==> config.mk <==
export PLATFORM = sky130hd
export DESIGN_NAME = sd_adc_fir_filter
export DESIGN_NICKNAME = d
export VERILOG_FILES = /design/src/rtl/sd_filter_pkg.sv /design/src/rtl/sd_fir_coef_rom.sv /design/src/rtl/sd_adc_fir_filter.sv
export SDC_FILE = /design/constraint.sdc
export NUM_CORES = 2
export LEC_CHECK = 0
export BUFFER_PORTS_ARGS = -buffer_cell sky130_fd_sc_hd__buf_2
export CORE_MARGIN = 8
export CORE_UTILIZATION = 65
export DETAILED_ROUTE_END_ITERATION = 16
export GPL_ROUTABILITY_DRIVEN = 1
export HOLD_SLACK_MARGIN = 0.02
export PLACE_DENSITY = 0.83
export SYNTH_ARGS = -nofsm -noshare
export SYNTH_HDL_FRONTEND = slang
export SYNTH_HIERARCHICAL = 1
export SYNTH_SLANG_ARGS = --single-unit
==> constraint.sdc <==
create_clock -name clk -period 16.3 [get_ports clk]
set_clock_uncertainty 0.2 [all_clocks]
set_input_delay 0 -clock clk [delete_from_list [all_inputs] [get_ports clk]]
set_output_delay 0 -clock clk [all_outputs]
set_load 0.01 [all_outputs]
==> src/rtl/sd_filter_pkg.sv <==
// Shared constants, types and coefficient table for the post-decimation FIR.
// The coefficients are a symmetric 52-tap low-pass in Q1.17 with unity DC gain.
package sd_filter_pkg;

  localparam int COEF_W    = 18;
  localparam int COEF_FRAC = 17;
  localparam int NUM_COEFS = 52;

  typedef logic signed [COEF_W-1:0] coef_t;

  typedef enum logic [1:0] {
    ST_CLEAR,
    ST_IDLE,
    ST_MAC,
    ST_ROUND
  } fir_state_t;

  // Mirror-symmetric about taps 25/26; the taps sum to exactly 2^17.
  localparam coef_t FIR_COEFS [0:NUM_COEFS-1] = '{
    -18'sd3,     18'sd12,    -18'sd15,    -18'sd10,     18'sd50,
    -18'sd40,   -18'sd40,     18'sd130,   -18'sd60,    -18'sd150,
     18'sd300,  -18'sd50,    -18'sd400,    18'sd600,    18'sd50,
    -18'sd900,   18'sd1100,   18'sd400,   -18'sd2000,   18'sd1800,
     18'sd1500, -18'sd4500,   18'sd3000,   18'sd8000,  -18'sd25410,
     18'sd82172, 18'sd82172, -18'sd25410,  18'sd8000,   18'sd3000,
    -18'sd4500,  18'sd1500,   18'sd1800,  -18'sd2000,   18'sd400,
     18'sd1100, -18'sd900,    18'sd50,     18'sd600,   -18'sd400,
    -18'sd50,    18'sd300,   -18'sd150,   -18'sd60,     18'sd130,
    -18'sd40,   -18'sd40,     18'sd50,    -18'sd10,    -18'sd15,
     18'sd12,   -18'sd3
  };

  function automatic int acc_width(input int wdth, input int coef_w, input int taps);
    return wdth + 1 + coef_w + $clog2(taps);
  endfunction

endpackage

==> src/rtl/sd_fir_coef_rom.sv <==
// Synchronous-read coefficient ROM with one cycle of read latency.
module sd_fir_coef_rom
  import sd_filter_pkg::*;
#(
  parameter int TAPS = 52,
  parameter int AW   = $clog2(TAPS)
) (
  input  logic          clk,
  input  logic [AW-1:0] addr,
  output coef_t         coef
);

  always_ff @(posedge clk) begin
    coef <= FIR_COEFS[addr];
  end

endmodule

==> src/rtl/sd_adc_fir_filter.sv <==
// Time-multiplexed FIR behind the sigma-delta decimator: one MAC per clock over a
// circular sample buffer, then round-half-up and saturate to an unsigned output.
module sd_adc_fir_filter #(
  parameter int WDTH      = 16,
  parameter int OUT_W     = 16,
  parameter int TAPS      = 52,
  parameter int COEF_W    = 18,
  parameter int COEF_FRAC = 17
) (
  input  logic             clk,
  input  logic             rst,
  input  logic [WDTH-1:0]  in_sample,
  input  logic             in_valid,
  output logic [OUT_W-1:0] out_sample,
  output logic             out_valid,
  output logic             busy,
  output logic             overrun
);
  import sd_filter_pkg::*;

  localparam int PTR_W = $clog2(TAPS);
  localparam int K_W   = $clog2(TAPS + 1);
  localparam int P_W   = WDTH + 1 + COEF_W;
  localparam int ACC_W = acc_width(WDTH, COEF_W, TAPS);

  localparam logic [PTR_W-1:0]        LAST_PTR   = PTR_W'(TAPS - 1);
  localparam logic [K_W-1:0]          TAPS_K     = K_W'(TAPS);
  localparam logic signed [ACC_W-1:0] ROUND_HALF = ACC_W'(1) << (COEF_FRAC - 1);
  localparam logic signed [ACC_W-1:0] OUT_MAX    = (ACC_W'(1) << OUT_W) - ACC_W'(1);

  fir_state_t state_q, state_d;

  logic [PTR_W-1:0]        wr_ptr_q;
  logic [PTR_W-1:0]        rd_ptr_q;
  logic [K_W-1:0]          k_q;
  logic signed [ACC_W-1:0] acc_q;
  logic                    mac_vld_q;
  logic [WDTH-1:0]         smp_q;
  logic signed [COEF_W-1:0] coef_q;

  logic [WDTH-1:0]         sbuf [TAPS];
  logic                    buf_we;
  logic [WDTH-1:0]         buf_wdata;
  logic                    issue;
  logic [PTR_W-1:0]        rom_addr;

  logic signed [P_W-1:0]   prod;
  logic signed [ACC_W-1:0] rounded;
  logic [OUT_W-1:0]        sat_val;

  function automatic logic [PTR_W-1:0] ptr_inc(input logic [PTR_W-1:0] p);
    return (p == LAST_PTR) ? '0 : p + 1'b1;
  endfunction

  function automatic logic [PTR_W-1:0] ptr_dec(input logic [PTR_W-1:0] p);
    return (p == '0) ? LAST_PTR : p - 1'b1;
  endfunction

  sd_fir_coef_rom #(
    .TAPS (TAPS),
    .AW   (PTR_W)
  ) u_coef_rom (
    .clk  (clk),
    .addr (rom_addr),
    .coef (coef_q)
  );

  always_ff @(posedge clk) begin
    if (rst) state_q <= ST_CLEAR;
    else     state_q <= state_d;
  end

  // CLEAR reuses the write pointer as its sweep address, so it wraps back to 0 on exit.
  always_comb begin
    state_d   = state_q;
    busy      = 1'b1;
    buf_we    = 1'b0;
    buf_wdata = '0;
    case (state_q)
      ST_CLEAR: begin
        buf_we = 1'b1;
        if (wr_ptr_q == LAST_PTR) state_d = ST_IDLE;
      end
      ST_IDLE: begin
        busy = 1'b0;
        if (in_valid) begin
          buf_we    = 1'b1;
          buf_wdata = in_sample;
          state_d   = ST_MAC;
        end
      end
      ST_MAC: begin
        if (k_q == TAPS_K) state_d = ST_ROUND;
      end
      ST_ROUND: begin
        state_d = ST_IDLE;
      end
      default: begin
        state_d = ST_CLEAR;
      end
    endcase
  end

  always_comb begin
    issue    = (state_q == ST_MAC) && (k_q != TAPS_K);
    rom_addr = issue ? PTR_W'(k_q) : '0;
    prod     = $signed({1'b0, smp_q}) * coef_q;
    rounded  = (acc_q + ROUND_HALF) >>> COEF_FRAC;
    if (rounded[ACC_W-1])      sat_val = '0;
    else if (rounded > OUT_MAX) sat_val = '1;
    else                        sat_val = rounded[OUT_W-1:0];
  end

  // The buffer read is registered alongside the ROM so sample and coefficient line up.
  always_ff @(posedge clk) begin
    if (buf_we && !rst) sbuf[wr_ptr_q] <= buf_wdata;
    smp_q <= sbuf[rd_ptr_q];
  end

  always_ff @(posedge clk) begin
    if (rst) begin
      wr_ptr_q   <= '0;
      rd_ptr_q   <= '0;
      k_q        <= '0;
      acc_q      <= '0;
      mac_vld_q  <= 1'b0;
      out_sample <= '0;
      out_valid  <= 1'b0;
      overrun    <= 1'b0;
    end else begin
      out_valid <= 1'b0;
      mac_vld_q <= issue;
      if (in_valid && busy) overrun <= 1'b1;
      if (mac_vld_q) acc_q <= acc_q + ACC_W'(prod);
      case (state_q)
        ST_CLEAR: begin
          wr_ptr_q <= ptr_inc(wr_ptr_q);
        end
        ST_IDLE: begin
          if (in_valid) begin
            wr_ptr_q <= ptr_inc(wr_ptr_q);
            rd_ptr_q <= wr_ptr_q;
            k_q      <= '0;
            acc_q    <= '0;
          end
        end
        ST_MAC: begin
          if (issue) begin
            rd_ptr_q <= ptr_dec(rd_ptr_q);
            k_q      <= k_q + 1'b1;
          end
        end
        ST_ROUND: begin
          out_sample <= sat_val;
          out_valid  <= 1'b1;
        end
        default: begin
        end
      endcase
    end
  end

endmodule
==> metrics.txt <==
# TYPE chip_impl_metric gauge
chip_impl_info{name="status",value="finished clean"} 1
chip_impl_metric{name="die-width",unit="um"} 296
chip_impl_metric{name="io_pins",unit=""} 38
chip_impl_info{name="tritoncts",value="built"} 1
chip_impl_metric{name="whs",unit="ns"} 0.0555
chip_impl_metric{name="ant_nets",unit=""} 0
chip_impl_metric{name="post_route_cells_drive_above_1_share",unit=""} 0.146
chip_impl_metric{name="number_of_max_slew_violations_in_the_final_report",unit=""} 0
chip_impl_info{name="path_class",value="reg -> reg"} 1
chip_impl_metric{name="max_freq",unit="MHz"} 128
chip_impl_metric{name="yosys_register_bits",unit=""} 945
chip_impl_metric{name="postSynthAreaPerCell",unit="um2"} 14.4
chip_impl_metric{name="post_cts_setup_buffers",unit=""} 0
chip_impl_metric{name="slew_headroom",unit=""} 0.190
chip_impl_metric{name="cts-resized-gates",unit=""} 0
chip_impl_metric{name="ys_async_sr_fraction",unit=""} 0
chip_impl_metric{name="vias",unit=""} 31100
chip_impl_info{name="synth_flop_cell",value="edfxtp_1"} 1
chip_impl_metric{name="core.rowCount",unit=""} 102
chip_impl_info{name="worstSetupEndpointType",value="flip-flop"} 1
chip_impl_metric{name="gate_count_after_technology_mapping",unit=""} 3551
chip_impl_metric{name="cp_max_fo",unit=""} 32
chip_impl_metric{name="gr-usage-all-layers",unit=""} 0.307
chip_impl_info{name="timing.critical_path.slowest_stage_cell",value="dfxtp_1"} 1
chip_impl_metric{name="synthDistinctLibCells",unit=""} 80
chip_impl_metric{name="tightestPinTransition",unit="ns"} 1.21
chip_impl_metric{name="finalCritPeriodShare",unit=""} 0.478
chip_impl_metric{name="routed_wl",unit="um"} 131000
chip_impl_metric{name="mappedNetlistArea",unit="um2"} 51000
chip_impl_metric{name="seq_area_frac_synth",unit=""} 0.535
chip_impl_metric{name="dp.final_hpwl",unit="um"} 75400
chip_impl_metric{name="grt_antenna_before_repair",unit=""} 10
chip_impl_metric{name="synth_top_area_share",unit=""} 0.490
chip_impl_metric{name="cts-buffers-inserted",unit=""} 91
chip_impl_metric{name="cts_hold_repair.buffers",unit=""} 4
chip_impl_metric{name="setup_violations",unit=""} 0
chip_impl_metric{name="grt_pass1_vias",unit=""} 32100
chip_impl_metric{name="port_buffers",unit=""} 37
chip_impl_metric{name="clk_transition_reported_paths",unit="ns"} 0.07
chip_impl_metric{name="mappedNetlistNets",unit=""} 4057
chip_impl_metric{name="congestion_overflow_gr",unit=""} 0
chip_impl_metric{name="clock_insertion_delay_at_the_later_pin_of_the_skew_report",unit="ns"} 0.67
chip_impl_metric{name="cp.arrival",unit="ns"} 8.09
chip_impl_metric{name="setup_tns",unit="ns"} 0
chip_impl_info{name="synthTopCellsByArea",value="edfxtp_1 49%, fa_1 15%, mux4_2 11%"} 1
chip_impl_info{name="setup_repair_after_global_routing_missed_its_margin",value="false"} 1
chip_impl_metric{name="die_h",unit="um"} 296
chip_impl_metric{name="edff_count_synth",unit=""} 832
chip_impl_info{name="hp-class",value="in -> reg"} 1
chip_impl_info{name="synth_top_cell_by_area",value="edfxtp_1"} 1
chip_impl_metric{name="cts.path.max_buffers",unit=""} 3
chip_impl_info{name="clock_tree.root_cell",value="clkbuf_16"} 1
chip_impl_metric{name="vias_per_cell",unit=""} 6.60
chip_impl_metric{name="nFillCells",unit=""} 4505
chip_impl_info{name="worstSetupStartpointType",value="flip-flop"} 1
chip_impl_metric{name="first_pass_grt_wire_length",unit="um"} 200000
chip_impl_metric{name="slowest_delay",unit="ns"} 1.06
chip_impl_metric{name="final_nets",unit=""} 4094
chip_impl_metric{name="min_period",unit="ns"} 7.80
chip_impl_metric{name="initial_core_util",unit=""} 0.657
chip_impl_metric{name="drt_first_iter_violations",unit=""} 4110
chip_impl_metric{name="timing_hold_violations_final",unit=""} 0
chip_impl_metric{name="required_worst_endpoint",unit="ns"} 16.60
chip_impl_metric{name="growth_of_design_area_from_synthesis_to_finish",unit="%"} 9.08
chip_impl_metric{name="dr.pass1.iters",unit=""} 8
chip_impl_metric{name="max-cap-violations",unit=""} 0
chip_impl_metric{name="numClockSinks",unit=""} 945
chip_impl_metric{name="ys.warnings.count",unit=""} 6
chip_impl_metric{name="gp_routability_congestion",unit=""} 0.873
chip_impl_info{name="timing.critical_path.cells",value="nand2_1 > fa_1 > fa_1 > inv_1 > fa_1 > fa_1 > inv_1 > fa_1 > inv_1 > ha_1 > and4_1 > a221o_1 > o2111ai_1 > a21oi_1 > a21oi_1 > a211oi_2 > a41oi_1 > and4_1 > nor4_1"} 1
chip_impl_metric{name="drt_drc_violations_left",unit=""} 0
chip_impl_metric{name="post_drt_wl_per_cell",unit="um"} 27.9
chip_impl_info{name="critPathMostFrequentCell",value="fa_1"} 1
chip_impl_metric{name="pin_count_of_the_biggest_net_entering_global_routing",unit=""} 102
chip_impl_metric{name="level_count_of_the_clock_h_tree",unit=""} 3
chip_impl_metric{name="core-area",unit="um2"} 77600
chip_impl_metric{name="floorplan.die_area",unit="um2"} 87600
## metal layers
layer | share of wire | global-route usage | up-vias
li1 | - | - | 12500
met1 | 0.34 | 0.386 | 15700
met2 | 0.50 | 0.513 | 2353
met3 | 0.11 | 0.0626 | 504
met4 | 0.057 | 0.148 | 14
met5 | 0.00070 | 0 | -
## cells in the final DEF (no fill, tap or decap), types with 17 or more instances in the layout
cell type and count:
nand3_1 25, fa_1 370, ha_1 117, a21oi_1 68
xor2_1 17, a21o_1 24, edfxtp_1 832, mux4_2 241
nand4_1 18, nor2_1 196, buf_4 68, dfxtp_1 108
buf_2 37, clkinv_1 19, nor3_1 25, mux2i_1 46
inv_1 518, xnor2_1 41, a31oi_1 23, nand2_1 254
and2_1 176, clkbuf_16 91, o21ai_0 60
## sequential cells by signal (all words and copies together) (netlist names), 2 cells and up
| name | flops |
|---|---|
| k_q | 6 |
| u_coef_rom/coef | 17 |
| state_q | 2 |
| out_sample | 16 |
| sbuf | 832 |
| acc_q | 41 |
| rd_ptr_q | 6 |
| wr_ptr_q | 6 |
| smp_q | 16 |
## cell type report
| cell class | instances | area [um2] | area share |
|---|---|---|---|
| flip-flops and latches | 945 | 27300 | 0.490 |
| well taps | 1040 | 1300 | 0.0234 |
| clock inverters | 56 | 766 | 0.0138 |
| repair buffers | 112 | 796 | 0.0143 |
| inverters | 520 | 1950 | 0.0351 |
| multi-input cells | 1918 | 21100 | 0.380 |
| diodes | 4 | 10.0 | 0.000180 |
| clock buffers | 112 | 2410 | 0.0433 |
## Yosys cell counts, drive strengths merged, types with 17 or more instances
library cell,n
and2,176
inv,518
nand4,18
mux4,241
xnor2,41
mux2i,46
and3,22
nor3,26
ha,117
dfxtp,113
a21oi,70
nand2,254
xor2,17
a211oi,18
a31oi,24
fa,370
o21ai,61
buf,61
nor2,201
nand3,25
clkbuf,107
edfxtp,832
a21o,24
## logic make-up after synthesis
| logic type | Yosys count | synth area share |
|---|---|---|
| XOR/XNOR | 58 | 0.00997 |
| buffers and inverters | 688 | 0.0520 |
| flip-flops | 945 | 0.535 |
| multiplexers | 289 | 0.116 |
| adder cells (fa/ha/maj) | 487 | 0.174 |
| AND/OR/NAND/NOR | 790 | 0.0747 |
| AO/OA/AOI/OAI | 294 | 0.0387 |
## stage by stage
stage | area, um2 | util | setup slack, ns | cells
3_5_place_dp | 52400 | 0.675 | 8.67 | 4531
3_3_place_gp | 52400 | 0.675 | 8.92 | 4531
2_1_floorplan | 51000 | - | 9.56 | 3551
4_1_cts | 55600 | 0.716 | 8.60 | 4703
5_1_grt | 55600 | 0.716 | 7.97 | 4703
6_report | 55600 | 0.716 | 8.50 | 4707
## worst paths after layout
kind,start,to,depth (start not counted),slack (ns)
worst max register to register,u_coef_rom/coef[15]$_DFF_P_,acc_q[40]$_SDFF_PP0_,19,8.50
worst min-delay path,in_sample[6],sbuf[12][6]$_DFFE_PP_,2,0.06
worst min register to register,acc_q[13]$_SDFF_PP0_,acc_q[13]$_SDFF_PP0_,2,0.25
worst max-delay path,u_coef_rom/coef[15]$_DFF_P_,acc_q[40]$_SDFF_PP0_,19,8.50
## critical path, delay by kind of cell, from the launching register on
kind | cells | cell delay, ns
compound gates | 6 | 1.39
simple gates | 4 | 1.57
buf+inv | 3 | 0.16
flops | 1 | 1.06
fa+ha+maj | 6 | 3.23
Power is not shown: default switching activity piles up to over one toggle a cycle in this logic, so the estimate is an artifact.
